`config.mk`:
```
export PLATFORM = sky130hd
export DESIGN_NAME = reg_file
export DESIGN_NICKNAME = d
export VERILOG_FILES = /design/src/rtl/reg_file.sv
export SDC_FILE = /design/constraint.sdc
export NUM_CORES = 2
export LEC_CHECK = 0
export CAP_MARGIN = 40
export CELL_PAD_IN_SITES_DETAIL_PLACEMENT = 1
export CELL_PAD_IN_SITES_GLOBAL_PLACEMENT = 2
export CORE_UTILIZATION = 40
export CTS_CLUSTER_DIAMETER = 100
export DETAILED_ROUTE_END_ITERATION = 10
export GPL_ROUTABILITY_DRIVEN = 1
export PLACE_DENSITY = 0.89
export SETUP_SLACK_MARGIN = 0.5
export SLEW_MARGIN = 20
export SYNTH_ARGS = -nofsm -noshare
export SYNTH_HDL_FRONTEND = slang
export SYNTH_SLANG_ARGS = --single-unit
export TNS_END_PERCENT = 10
```
`constraint.sdc`:
```
create_clock -name clk -period 12.18 [get_ports clk]
set_input_delay 3.654 -clock clk [delete_from_list [all_inputs] [get_ports clk]]
set_output_delay 3.654 -clock clk [all_outputs]
set_load 0.1 [all_outputs]
```
`src/rtl/reg_file.sv`:
```
// MIPS general-purpose register file: two combinational read ports with optional
// write-to-read forwarding, one synchronous write port, and an unbypassed debug port.

module reg_file_rd_port #(
    parameter int DATA_W = 32,
    parameter int ADDR_W = 5
) (
    input  logic [(1<<ADDR_W)-1:0][DATA_W-1:0] regs,
    input  logic [ADDR_W-1:0]                  ra,
    input  logic                               byp_vld,
    input  logic [ADDR_W-1:0]                  wa,
    input  logic [DATA_W-1:0]                  wd,
    output logic [DATA_W-1:0]                  rd
);
    always_comb begin
        rd = regs[ra];
        if (byp_vld && (ra == wa)) rd = wd;
        // $zero wins over everything, including forwarding
        if (ra == '0) rd = '0;
    end
endmodule

module reg_file #(
    parameter int          DATA_W  = 32,
    parameter int          ADDR_W  = 5,
    parameter int          BYPASS  = 1,
    parameter logic [31:0] GP_INIT = 32'h0000_1800,
    parameter logic [31:0] SP_INIT = 32'h0000_2ffc
) (
    input  logic              clk,
    input  logic              rst_n,
    input  logic [ADDR_W-1:0] ra1,
    input  logic [ADDR_W-1:0] ra2,
    output logic [DATA_W-1:0] rd1,
    output logic [DATA_W-1:0] rd2,
    input  logic              we,
    input  logic [ADDR_W-1:0] wa,
    input  logic [DATA_W-1:0] wd,
    input  logic [ADDR_W-1:0] dbg_addr,
    output logic [DATA_W-1:0] dbg_data
);
    localparam int DEPTH     = 1 << ADDR_W;
    localparam int NUM_PORTS = 3;  // rd1, rd2, debug

    typedef struct packed {
        logic              en;
        logic [ADDR_W-1:0] addr;
        logic [DATA_W-1:0] data;
    } wr_req_t;

    wr_req_t                                 wr;
    logic [DEPTH-1:0][DATA_W-1:0]            regs;
    logic [NUM_PORTS-1:0][ADDR_W-1:0]        ra_vec;
    logic [NUM_PORTS-1:0][DATA_W-1:0]        rd_vec;

    function automatic logic [DATA_W-1:0] rst_val(input int idx);
        if (idx == 28) return DATA_W'(GP_INIT);
        if (idx == 29) return DATA_W'(SP_INIT);
        return '0;
    endfunction

    // A write is only real when not in reset and not aimed at $zero; the same
    // qualifier gates forwarding so a dropped write is never bypassed.
    always_comb begin
        wr.en   = we && rst_n && (wa != '0);
        wr.addr = wa;
        wr.data = wd;
    end

    always_ff @(posedge clk) begin
        if (!rst_n) begin
            for (int i = 0; i < DEPTH; i++) regs[i] <= rst_val(i);
        end else if (wr.en) begin
            regs[wr.addr] <= wr.data;
        end
    end

    assign ra_vec = {dbg_addr, ra2, ra1};

    for (genvar p = 0; p < NUM_PORTS; p++) begin : g_rd
        // Debug port always shows stored contents
        localparam bit BYP = (p < 2) && (BYPASS != 0);
        reg_file_rd_port #(
            .DATA_W (DATA_W),
            .ADDR_W (ADDR_W)
        ) u_rd (
            .regs    (regs),
            .ra      (ra_vec[p]),
            .byp_vld (BYP && wr.en),
            .wa      (wr.addr),
            .wd      (wr.data),
            .rd      (rd_vec[p])
        );
    end

    assign rd1      = rd_vec[0];
    assign rd2      = rd_vec[1];
    assign dbg_data = rd_vec[2];
endmodule

```
==> impl_metrics.tcl <==
set metrics [dict create \
    grt_pass1_wl_microns 420000 \
    route.met2.wl_microns 128000 \
    grt-ovfl-total 0 \
    yosys-top-cells-count "2212 x nand2_1, 960 x dfxtp_1, 879 x mux4_2" \
    finalHoldViolations 0 \
    grt_max_degree 226 \
    grt_setup_unrepaired "false" \
    drive_gt1_frac 0.237 \
    synth_nets 6435 \
    ys_seq_area_frac 0.333 \
    die_width_microns 400 \
    routabilityCongestion 0.902 \
    initial_core_util 0.405 \
    setup_tns_ns 0 \
    area_delta_synth_final_pct 13.3 \
    switching_power_mw 2.26 \
    cts.path.max_buffers 3 \
    fin_crit_sh 0.913 \
    ant_nets 0 \
    dp_hpwl_microns 172000 \
    synth_top_cells_by_area "mux4_2 31%, dfxtp_1 30%, nand2_1 13%" \
    max_clock_freq_ghz 0.0899 \
    numPortBuffers 150 \
    top_register "regs" \
    rows 145 \
    highest_layer "met5" \
    max_cap_viol_count 0 \
    p_leak_nw 23.4 \
    ctsRootBufferMaster "clkbuf_16" \
    yosysMostFrequentCell "nand2_1" \
    synth_edf_count 64 \
    min_period_ns 11.12 \
    synth-main-ff-cell "dfxtp_1" \
    wl_met1_microns 106000 \
    clk_pin_slew_worst_paths_ns 0.06 \
    critPathLaunchType "input pin" \
    fin_skew_ns 0 \
    dpl_cell_area_sq_um 67700 \
    cts_tree "done" \
    vias 57300 \
    cts_sinks 1024 \
    nets 6243 \
    drtPass1Iterations 6 \
    peakVddDrop_mv 0.107 \
    seqPwrFrac 0.419 \
    ios 151 \
    setup_violations 0 \
    grt_pass1_vias 58100 \
    slew_headroom 0.335 \
    tightestPinTransition_ns 0.998 \
    ys_ff_latch 1024 \
    cts_setup_buffers 0 \
    worstHoldPathType "reg -> reg" \
    yosysTopAreaCell "mux4_2" \
    h-tree-depth 3 \
    syn-cell-area_sq_um 63500 \
    largestRegisters "regs (1024)" \
    wl_per_cell_microns 35.2 \
    path_class "in -> out" \
    internal-power_mw 5.95 \
    combPwrFrac 0.122 \
    insertion_delay_ns 0.75 \
    synth_top_area_share 0.312 \
    grt_use_total 0.361 \
    cts_resized 0 \
    syn_avg_cell_area_sq_um 9.95 \
    drt_iter0_drc 7658 \
    run_status "finished, final reports clean" \
    core_sq_um 157000 \
    met3WireLength_microns 40600 \
    cts_buffers 113 \
    cp_max_fo 18 \
    hold_buffers 0 \
    swShare 0.275 \
    routed_wl_microns 294000 \
    synthArstFlopShare 0 \
    design_area_sq_um 71900 \
    drv_slew 0 \
    cp.arrival_ns 7.46 \
    dieArea_sq_um 160000 \
    routed_via_density 6.86 \
    syn_inst 6380 \
    chipHeight_microns 400 \
    yosysWarnings 0 \
    synth.distinct_cells 51 \
    clkPwrFrac 0.460 \
    grt_antenna_before_repair 12 \
    largest_reg_flops 1024 \
    drc 0 \
    p_per_area_nw_per_um2 114 \
    crit_required_ns 8.53 \
    critPathCaptureType "primary output" \
]
-- worst max-delay path: stages --
cell and delay [ns]:
clkdlybuf4s50_1 0.76, nor3_2 0.76, a21oi_1 0.24, nand3_2 0.46, nand2_1 0.52, buf_4 0.35, o22ai_1 0.19, buf_4 0.21
buf_4 0.14, buf_12 0.16
-- per-stage QoR --
stage / power, mW / hold WS [ns] / setup WS [ns] / instances / util
after global placement: 4.45 / 0.459 / 0.968 / 8062 / 0.423
final: 8.22 / 0.478 / 1.06 / 8350 / 0.458
after detailed placement: 4.48 / 0.471 / 1.31 / 8121 / 0.431
after global routing: 8.36 / 0.503 / 0.999 / 8342 / 0.458
after floorplan: 4.14 / 0.451 / 1.34 / 6380 / -
after CTS: 8.19 / 0.480 / 1.29 / 8332 / 0.457
-- worst paths after layout --
| path | start | end | slack, ns | cells after the start |
|---|---|---|---|---|
| max reg2reg | regs[937] | regs[937] | 11.16 | 2 |
| min | regs[525] | regs[525] | 0.48 | 2 |
| max | wa[3] | rd1[14] | 1.06 | 10 |
| min reg2reg | regs[525] | regs[525] | 0.48 | 2 |
-- kinds of logic after synthesis --
logic type                synth area share
AOI/OAI and AO/OA                    0.132
xor gates and xnor gates           0.00138
buffers and inverters               0.0531
DFF                                  0.333
muxes                                0.328
and+or+nand+nor                      0.153
-- power groups by stage --
stage | Clock, mW | Combinational (mW) | Sequential (mW)
after floorplan | 0 | 0.634 | 3.50
after global placement | 0 | 0.939 | 3.51
after detailed placement | 0 | 0.966 | 3.51
after CTS | 3.78 | 0.969 | 3.44
after global routing | 3.91 | 1.01 | 3.44
final | 3.78 | 1.00 | 3.44
-- cell type report --
cell class | count | area, sq um
Antenna cell | 8 | 20.0
Clock buffer | 163 | 3440
Clock inverter | 48 | 562
Fill cell | 16900 | 85000
Inverter | 36 | 138
Multi-Input combinational cell | 4610 | 39400
Sequential cell | 1024 | 21100
Tap cell | 2058 | 2570
Timing Repair Buffer | 403 | 4680
-- layer usage --
metal,track usage,vias to the layer above
met1,0.453,29500
met4,0.225,10
li1,-,22500
met3,0.121,1115
met2,0.533,4183
met5,0,-
-- layout by cell type (no fill, tap or decap), types with 23 or more instances in the layout --
master,instances
buf_4,216
edfxtp_1,64
nand2_2,27
dfxtp_1,960
clkbuf_16,122
a32oi_1,42
clkdlybuf4s50_1,71
buf_8,26
and2_1,36
nand3_1,115
buf_12,52
mux4_2,879
o21ai_1,36
a21boi_0,344
a21boi_1,584
clkbuf_8,23
clkinv_2,26
buf_16,31
inv_1,34
mux2i_1,102
nor2_1,29
a21oi_1,64
nor2_4,30
nand2_1,2181
Power figures use the tool's default switching activity.
